File: src/rtl/if_fetch_pkg.sv
// Shared types and constants for the instruction-fetch stage.
// Address/instruction widths, reset PC, PC step and buffer depth live here.
package if_fetch_pkg;

  localparam int unsigned InstBufDepth = 2;

  typedef logic [31:0] inst_addr_t;
  typedef logic [31:0] inst_t;

  localparam inst_addr_t ZeroWord = 32'h0000_0000;
  localparam inst_addr_t PcStep   = 32'd4;
  localparam inst_addr_t ResetPc  = 32'h0000_0000;

  typedef struct packed {
    inst_addr_t pc;
    inst_t      inst;
  } fetch_entry_t;

  function automatic inst_addr_t word_align(input inst_addr_t a);
    return {a[31:2], 2'b00};
  endfunction

endpackage

File: src/rtl/if_fetch_if.sv
// Fetch-stage bus: ROM request/response, IF/ID handshake and redirect.
// master = fetch stage, slave = ROM plus downstream pipeline.
interface if_fetch_if;
  import if_fetch_pkg::*;

  logic       id_ready;
  logic       flush;
  inst_addr_t new_pc;
  logic       rom_ce;
  inst_addr_t rom_addr;
  inst_t      rom_inst;
  logic       if_valid;
  inst_addr_t if_pc;
  inst_t      if_inst;

  modport master (
    input  id_ready, flush, new_pc, rom_inst,
    output rom_ce, rom_addr, if_valid, if_pc, if_inst
  );

  modport slave (
    output id_ready, flush, new_pc, rom_inst,
    input  rom_ce, rom_addr, if_valid, if_pc, if_inst
  );

endinterface

File: src/rtl/if_fetch_buf.sv
// Synchronous {pc,inst} FIFO; push visible at head next cycle, zeroed head when empty.
// No internal backpressure: the caller guarantees it never pushes into a full buffer.
module if_fetch_buf
  import if_fetch_pkg::*;
#(
  parameter int unsigned DEPTH = InstBufDepth,
  parameter int unsigned CW    = $clog2(DEPTH + 1)
) (
  input  logic          clk,
  input  logic          rst,
  input  logic          clr,
  input  logic          push,
  input  inst_addr_t    push_pc,
  input  inst_t         push_inst,
  input  logic          pop,
  output logic          head_valid,
  output inst_addr_t    head_pc,
  output inst_t         head_inst,
  output logic [CW-1:0] count
);

  localparam int unsigned PW = $clog2(DEPTH);

  fetch_entry_t   mem_q [DEPTH];
  logic [PW-1:0]  rd_ptr_q, rd_ptr_d;
  logic [PW-1:0]  wr_ptr_q, wr_ptr_d;
  logic [CW-1:0]  count_q, count_d;

  function automatic logic [PW-1:0] next_ptr(input logic [PW-1:0] p);
    return (p == PW'(DEPTH - 1)) ? '0 : p + 1'b1;
  endfunction

  always_comb begin
    rd_ptr_d = rd_ptr_q;
    wr_ptr_d = wr_ptr_q;
    count_d  = count_q + CW'(push) - CW'(pop);
    if (push) wr_ptr_d = next_ptr(wr_ptr_q);
    if (pop)  rd_ptr_d = next_ptr(rd_ptr_q);
  end

  always_ff @(posedge clk) begin
    if (rst || clr) begin
      rd_ptr_q <= '0;
      wr_ptr_q <= '0;
      count_q  <= '0;
    end else begin
      rd_ptr_q <= rd_ptr_d;
      wr_ptr_q <= wr_ptr_d;
      count_q  <= count_d;
      if (push) mem_q[wr_ptr_q] <= '{pc: push_pc, inst: push_inst};
    end
  end

  assign count      = count_q;
  assign head_valid = (count_q != '0);
  assign head_pc    = head_valid ? mem_q[rd_ptr_q].pc   : ZeroWord;
  assign head_inst  = head_valid ? mem_q[rd_ptr_q].inst : ZeroWord;

endmodule

File: src/rtl/if_fetch.sv
// Instruction fetch: owns the PC, drives the sync ROM, request->head latency 2 cycles.
// id_ready low freezes the head; fetch stops once buffered+in-flight reaches DEPTH.
module if_fetch
  import if_fetch_pkg::*;
#(
  parameter inst_addr_t  RESET_PC = ResetPc,
  parameter int unsigned DEPTH    = InstBufDepth
) (
  input logic         clk,
  input logic         rst,
  if_fetch_if.master  bus
);

  localparam int unsigned CW = $clog2(DEPTH + 1);

  inst_addr_t    fetch_pc_q, fetch_pc_d;
  inst_addr_t    req_pc_q, req_pc_d;
  logic          inflight_q, inflight_d;

  logic [CW-1:0] count;
  logic          head_valid;
  inst_addr_t    head_pc;
  inst_t         head_inst;
  logic          hold, pop, push, issue;
  logic [CW:0]   occupancy;

  // Reset and redirect both present an empty stage to IF/ID.
  assign hold          = rst | bus.flush;
  assign bus.if_valid  = head_valid & ~hold;
  assign bus.if_pc     = hold ? ZeroWord : head_pc;
  assign bus.if_inst   = hold ? ZeroWord : head_inst;

  assign pop       = bus.if_valid & bus.id_ready;
  assign push      = inflight_q & ~bus.flush;
  assign occupancy = {1'b0, count} - (CW+1)'(pop) + (CW+1)'(inflight_q);
  assign issue     = ~hold & (occupancy < (CW+1)'(DEPTH));

  assign bus.rom_ce   = issue;
  assign bus.rom_addr = fetch_pc_q;

  always_comb begin
    fetch_pc_d = fetch_pc_q;
    req_pc_d   = req_pc_q;
    inflight_d = issue;
    if (bus.flush) begin
      fetch_pc_d = word_align(bus.new_pc);
    end else if (issue) begin
      fetch_pc_d = fetch_pc_q + PcStep;
      req_pc_d   = fetch_pc_q;
    end
  end

  always_ff @(posedge clk) begin
    if (rst) begin
      fetch_pc_q <= RESET_PC;
      req_pc_q   <= RESET_PC;
      inflight_q <= 1'b0;
    end else begin
      fetch_pc_q <= fetch_pc_d;
      req_pc_q   <= req_pc_d;
      inflight_q <= inflight_d;
    end
  end

  // The ROM returns data only, so the entry PC comes from the registered request address.
  if_fetch_buf #(
    .DEPTH (DEPTH),
    .CW    (CW)
  ) u_buf (
    .clk        (clk),
    .rst        (rst),
    .clr        (bus.flush),
    .push       (push),
    .push_pc    (req_pc_q),
    .push_inst  (bus.rom_inst),
    .pop        (pop),
    .head_valid (head_valid),
    .head_pc    (head_pc),
    .head_inst  (head_inst),
    .count      (count)
  );

endmodule

File: src/flat_wrapper.sv
// flat-port wrapper written by rule: the top's interface ports become plain ports
module if_fetch_flat import if_fetch_pkg::*;
#(
  parameter inst_addr_t  RESET_PC = ResetPc,
  parameter int unsigned DEPTH    = InstBufDepth
)
  (clk, rst, bus_id_ready, bus_flush, bus_new_pc, bus_rom_inst, bus_rom_ce, bus_rom_addr, bus_if_valid, bus_if_pc, bus_if_inst);
  if_fetch_if bus_i ();
  input logic clk;
  input logic rst;
  input wire logic [$bits(bus_i.id_ready)-1:0] bus_id_ready;
  input wire logic [$bits(bus_i.flush)-1:0] bus_flush;
  input wire logic [$bits(bus_i.new_pc)-1:0] bus_new_pc;
  input wire logic [$bits(bus_i.rom_inst)-1:0] bus_rom_inst;
  output wire logic [$bits(bus_i.rom_ce)-1:0] bus_rom_ce;
  output wire logic [$bits(bus_i.rom_addr)-1:0] bus_rom_addr;
  output wire logic [$bits(bus_i.if_valid)-1:0] bus_if_valid;
  output wire logic [$bits(bus_i.if_pc)-1:0] bus_if_pc;
  output wire logic [$bits(bus_i.if_inst)-1:0] bus_if_inst;
  assign bus_i.id_ready = bus_id_ready;
  assign bus_i.flush = bus_flush;
  assign bus_i.new_pc = bus_new_pc;
  assign bus_i.rom_inst = bus_rom_inst;
  assign bus_rom_ce = bus_i.rom_ce;
  assign bus_rom_addr = bus_i.rom_addr;
  assign bus_if_valid = bus_i.if_valid;
  assign bus_if_pc = bus_i.if_pc;
  assign bus_if_inst = bus_i.if_inst;
  if_fetch #(.RESET_PC(RESET_PC), .DEPTH(DEPTH)) u_core (.clk(clk), .rst(rst), .bus(bus_i));
endmodule
File: config.mk
export PLATFORM = sky130hd
export DESIGN_NAME = if_fetch_flat
export DESIGN_NICKNAME = d
export VERILOG_FILES = /design/src/rtl/if_fetch_pkg.sv /design/src/rtl/if_fetch_if.sv /design/src/rtl/if_fetch_buf.sv /design/src/rtl/if_fetch.sv /design/src/flat_wrapper.sv
export SDC_FILE = /design/constraint.sdc
export NUM_CORES = 1
export LEC_CHECK = 0
export ABC_AREA = 1
export CORE_MARGIN = 2
export CORE_UTILIZATION = 25
export CTS_CLUSTER_DIAMETER = 60
export CTS_CLUSTER_SIZE = 40
export DETAILED_ROUTE_END_ITERATION = 12
export PLACE_DENSITY_LB_ADDON = 0.3
export SYNTH_ARGS = -nofsm -noshare
export SYNTH_HDL_FRONTEND = slang
export SYNTH_SLANG_ARGS = --single-unit
File: constraint.sdc
create_clock -name clk -period 6.1 [get_ports clk]
set_clock_uncertainty 0.05 [all_clocks]
set_input_delay 1.22 -clock clk [delete_from_list [all_inputs] [get_ports clk]]
set_output_delay 1.22 -clock clk [all_outputs]
set_load 0.005 [all_outputs]
# Word-level counts from Yosys, hierarchy flattened
# Memory sizes are Yosys's and may differ from the RTL's. A register that Yosys moved wholly into a read port is not among the register bits.
# Cells that the tools add are included.
# word_totals
out_inout_bits	98
n_memories	1
in_bits	68
word_cells	41
register_bits	69
ram_bits	128
# op_classes
mux	13
n_addsub	7
bitwise_logic	7
magnitude_cmp	1
n_reduce_logical	5
# memory_table
memory	words	word_bits	rd	rd_ports_with_merged_regs	write_ports	line	source
u_core.u_buf.mem_q	2	64	1	1	1	if_fetch_buf.sv:24	fetch_entry_t mem_q [DEPTH];
# op_table
cell	count
two-way mux 32 bit	6
adder 32 x 3 -> 32 bit (second input constant)	1
two-way mux 1 bit	7
bitwise AND 1 bit	4
nonzero test 2 bit	2
adder 3 x 1 -> 3 bit	1
< comparator 3 x 2 -> 1 bit (second input constant)	1
subtractor 2 x 1 -> 3 bit	1
adder 1 bit (second input constant)	2
adder 2 x 1 -> 2 bit	1
NOT 1 bit	2
AND reduction 2 bit	1
OR reduction 2 bit	1
subtractor 2 x 1 -> 2 bit	1
logical OR 1 bit	1
bitwise OR 1 bit	1

# Logic depth before layout (Yosys ltp)
# depth
ltp_word	10
mapped_depth	22
ltp_nobuf	20

# Cells and area by module
# Synthesis repeated with hierarchy kept, for this count alone.
# hier_totals
cells_unflattened	1065
hier_area_um2	9146.3
# modules_own_cells
module	cells_each	n_inst	seq_area_each_um2	area_per_inst_um2
if_fetch_buf	373	1	3943.8	5186.2
if_fetch	692	1	1221.2	3960.0

# Least setup slack after synthesis
# OpenSTA, ideal clock, no wires.
# synth_timing
path_type	input port to flip-flop
startpoint	input rst
endpoint	memory u_core.u_buf.mem_q[0][0] in the netlist's numbering (enable)
slack_ns	-0.352
setup_ns	0.558
arrival_time_ns	5.844
stages	3
n_path_buf	2
required_time_ns	5.492
cell_sequence	buf_6 clkbuf_1 nor3_1
# synth_via
elab_chain_cells	3
# synth_rtl
item	line	source
start, declared	flat_wrapper.sv:10	input logic rst;
logical OR 1 bit	if_fetch_buf.sv:42	if (rst || clr) begin
two-way mux 1 bit	if_fetch_buf.sv:42	
two-way mux 1 bit (not written as such)	if_fetch_buf.sv:50	if (push) mem_q[wr_ptr_q] <= '{pc: push_pc, inst: push_inst};
end, declared	if_fetch_buf.sv:24	
# Every way passes these cells.

# Worst setup path in the final report
# layout_timing
startpoint	input rst
endpoint	output bus_rom_ce
# layout_via
elab_chain_cells	8
# layout_rtl
item	line	source
bitwise OR 1 bit (*)	if_fetch.sv:28	assign hold = rst | bus.flush;
NOT 1 bit (*)	if_fetch.sv:29, if_fetch.sv:36	
bitwise AND 1 bit	if_fetch.sv:29	assign bus.if_valid = head_valid & ~hold;
bitwise AND 1 bit	if_fetch.sv:33	assign pop = bus.if_valid & bus.id_ready;
subtractor 2 x 1 -> 3 bit	if_fetch.sv:35	assign occupancy = {1'b0, count} - (CW+1)'(pop) + (CW+1)'(inflight_q);
adder 3 x 1 -> 3 bit	if_fetch.sv:35	
< comparator 3 x 2 -> 1 bit	if_fetch.sv:36	assign issue = ~hold & (occupancy < (CW+1)'(DEPTH));
bitwise AND 1 bit (*)	if_fetch.sv:36	
end, declared	flat_wrapper.sv:15	output wire logic [$bits(bus_i.rom_ce)-1:0] bus_rom_ce;
# Every way passes the cells marked *; elsewhere a longest branch is shown, timed or not.

==> results_dict.tcl <==
set metrics [dict create \
    timing.fmax_mhz 191.7 \
    dieWidth_um 185.4 \
    synth_cells 899 \
    start_kind "input port" \
    hold_viol_final 0 \
    synth_warnings 0 \
    path_max_fanout 27 \
    num_rows 66 \
    clkTransAtPathRegs_ps 70 \
    p_leak_nw 4.020 \
    synth_edf_count 124 \
    io_pins 166 \
    cts_resized 0 \
    fin_crit_ps 5217 \
    netlist_area_um2 8230 \
    first_iter_violations 352 \
    dp_cells 1468 \
    hold_path_class "reg2reg" \
    critPathMaxStageDelay_ps 500 \
    min_period_over_period_pct 85.52 \
    grt_pass1_vias 6024 \
    diodes 0 \
    avgSynthCellArea_um2 9.155 \
    grt_max_degree 63 \
    start_util_pct 25.36 \
    antenna_found_initial 0 \
    finalMaxSlewViolations 0 \
    crit_buf_inv 7 \
    die_area_um2 34390 \
    synthArstFlopShare_pct 0 \
    ant_nets 0 \
    clock_latency_ps 440 \
    setup_tns_ps 0 \
    htree_num_levels 4 \
    crit_path_top_delay_cell "clkdlybuf4s50_1" \
    status "finished, final reports clean" \
    tightest_slew_ps 947.2 \
    crit_path_end_kind "primary output" \
    synth_seq_area_share_pct 61.30 \
    fin_cells 1500 \
    grt_use_total_pct 13.04 \
    p_per_area_nw_per_um2 251.5 \
    die_h_um 185.4 \
    cts_setup_buffers 0 \
    cts_tree "done" \
    grt_setup_unrepaired "false" \
    cp_cell_sequence "clkdlybuf4s50_1 > inv_6 > nand2_4 > inv_1 > o21ai_4 > inv_2 > nand3_1 > nand2_1 > nand2_1 > fa_1 > inv_1 > nor2_4 > nand2_4 > inv_2 > clkdlybuf4s50_1" \
    place.port_buffers 159 \
    required_ps 4830 \
    crit_family "buffers and inverters" \
    clock_tree.root_cell "clkbuf_16" \
    worst-endpoint-arrival_ps 3950 \
    drcViolationCount 0 \
    viasPerCell 4.263 \
    wire_per_inst_um 14.85 \
    synthTopCellsByArea "edfxtp_1 45%, dfxtp_1 16%, nand2_1 12%" \
    relSlewSlack_pct 36.85 \
    ctsHoldBuffers 0 \
    grt_pass1_wl_um 33870 \
    drive_gt1_share_pct 5.955 \
    synth_top_area_share_pct 45.24 \
    synth.largest_area_cell "edfxtp_1" \
    critical_path_class "in2out" \
    core_area_um2 32450 \
    cts_num_sinks 190 \
    num_vias 6394 \
    ys.flop_type "edfxtp_1" \
    cts_max_path_buffers 2 \
    cts_buffers 17 \
    grt-ovfl-total 0 \
    ys_ff_latch 190 \
    finalSetupViolations 0 \
    area_growth_pct 31.56 \
    vdd_ir_drop_max_v 0.0001861 \
    place.gp.congestion 0.8743 \
    synth.distinct_cells 33 \
    firstDrtPassIters 6 \
    hpwl_um 14520 \
    wl_um 22270 \
    maxCapViolCount 0 \
    finalNetCount 1116 \
]
## state kept, by name (all words and copies together) (netlist names), named ones only
| register | count |
|---|---|
| u_core.u_buf.mem_q | 124 |
| u_core.bus.rom_addr | 30 |
| u_core.req_pc_q | 30 |
| u_core.u_buf.count | 2 |
| u_core.inflight_q | 1 |
| u_core.u_buf.rd_ptr_q | 1 |
| u_core.u_buf.wr_ptr_q | 1 |
## worst register-to-register path, cell delays in order, from the launching register on
cell and delay, ps:
dfxtp_1 320, inv_1 130, nor2_1 70, inv_1 120, nand3_1 170, nand2_1 110
nand2_1 70, fa_1 430, inv_1 100, nor2_4 50, nand2_4 50, buf_4 440
nand2_1 440, inv_1 280, nand2_1 70, o211ai_1 80, nand2_1 70, inv_1 50
## cells in the final DEF, fill, tap and decap left out, drive strengths merged
cell,n
bufinv,1
inv,86
fa,1
nor3,12
buf,10
nand4,3
a211oi,5
clkbuf,19
a21oi,91
o211ai,2
clkinv,6
clkdlybuf4s50,159
nand2,266
nor2,98
edfxtp,124
nand3b,4
nand3,57
xor2,9
a22oi,2
o21ai,31
conb,4
ha,2
dfxtp,66
## metal layers
layer	share of wire (%)	wire length (µm)	track usage, %
met1	47	10550	17.55
met2	45	10120	20.81
met3	6.4	1425	3.539
met5	0	0	0
met4	0.77	171	3.048
## per-stage QoR
| step | worst slack [ps] | total power, mW | area (µm²) | hold slack [ps] | util (%) |
|---|---|---|---|---|---|
| 6_report | 883.1 | 2.723 | 10830 | 410.8 | 33.36 |
| 5_1_grt | 683.0 | 2.844 | 10830 | 421.5 | 33.36 |
| 4_1_cts | 831.1 | 2.769 | 10830 | 408.5 | 33.36 |
| 3_5_place_dp | 842.1 | 1.669 | 10250 | 394.5 | 31.60 |
| 3_3_place_gp | 856.8 | 1.666 | 10250 | 386.9 | 31.60 |
| 2_1_floorplan | 1589 | 1.557 | 8252 | 370.3 | - |
## kinds of logic after synthesis
group	count (synthesis)	share of synthesized area (%)
AOI/OAI and AO/OA	131	8.589
xor gates and xnor gates	9	0.9578
adders and majority gates	3	0.5472
buffers and inverters	125	6.598
DFF	190	61.30
other	1	0.04556
and+or+nand+nor	440	21.97
## area by class of cell
cell class / instances / area [µm²]
Clock buffer: 19 / 432.9
Clock inverter: 13 / 140.1
Fill cell: 3387 / 21630
Inverter: 80 / 305.3
Multi-Input combinational cell: 587 / 2684
Sequential cell: 190 / 5046
Tap cell: 442 / 553.0
Timing Repair Buffer: 169 / 1667
## final timing paths
path	slack, ps	endpoint	cells after the start	start
setup / recovery	880	bus_rom_ce	15	rst
hold / removal	410	u_core.u_buf.mem_q[0][39]	0	u_core.req_pc_q[7]
setup reg to reg	2940	u_core.bus.rom_addr[5]	17	u_core.inflight_q
hold reg to reg	410	u_core.u_buf.mem_q[0][39]	0	u_core.req_pc_q[7]
## power by group
group / total, mW / switching (mW) / internal, mW
Sequential: 1.44 / 0.0360 / 1.40
Clock: 1.09 / 0.523 / 0.563
Combinational: 0.197 / 0.0999 / 0.0969
## Yosys cell counts (2+ instances only)
master      n
ha_1        2
o21ai_1     4
dfxtp_1    66
nor2_1     94
nor3_1     11
o21ai_0    26
nand4_1     3
clkbuf_1   25
a22oi_1     2
xor2_1      9
a21oi_1    91
inv_2       4
nor2_2      2
buf_6       4
nand3_1    56
nand2_1   263
a211oi_2    5
nand2_4     2
nand3b_1    4
inv_1      75
o211ai_1    2
buf_4       8
nor2_4      2
buf_2       7
edfxtp_1  124
Note: power is estimated with default switching activity, not from simulation.
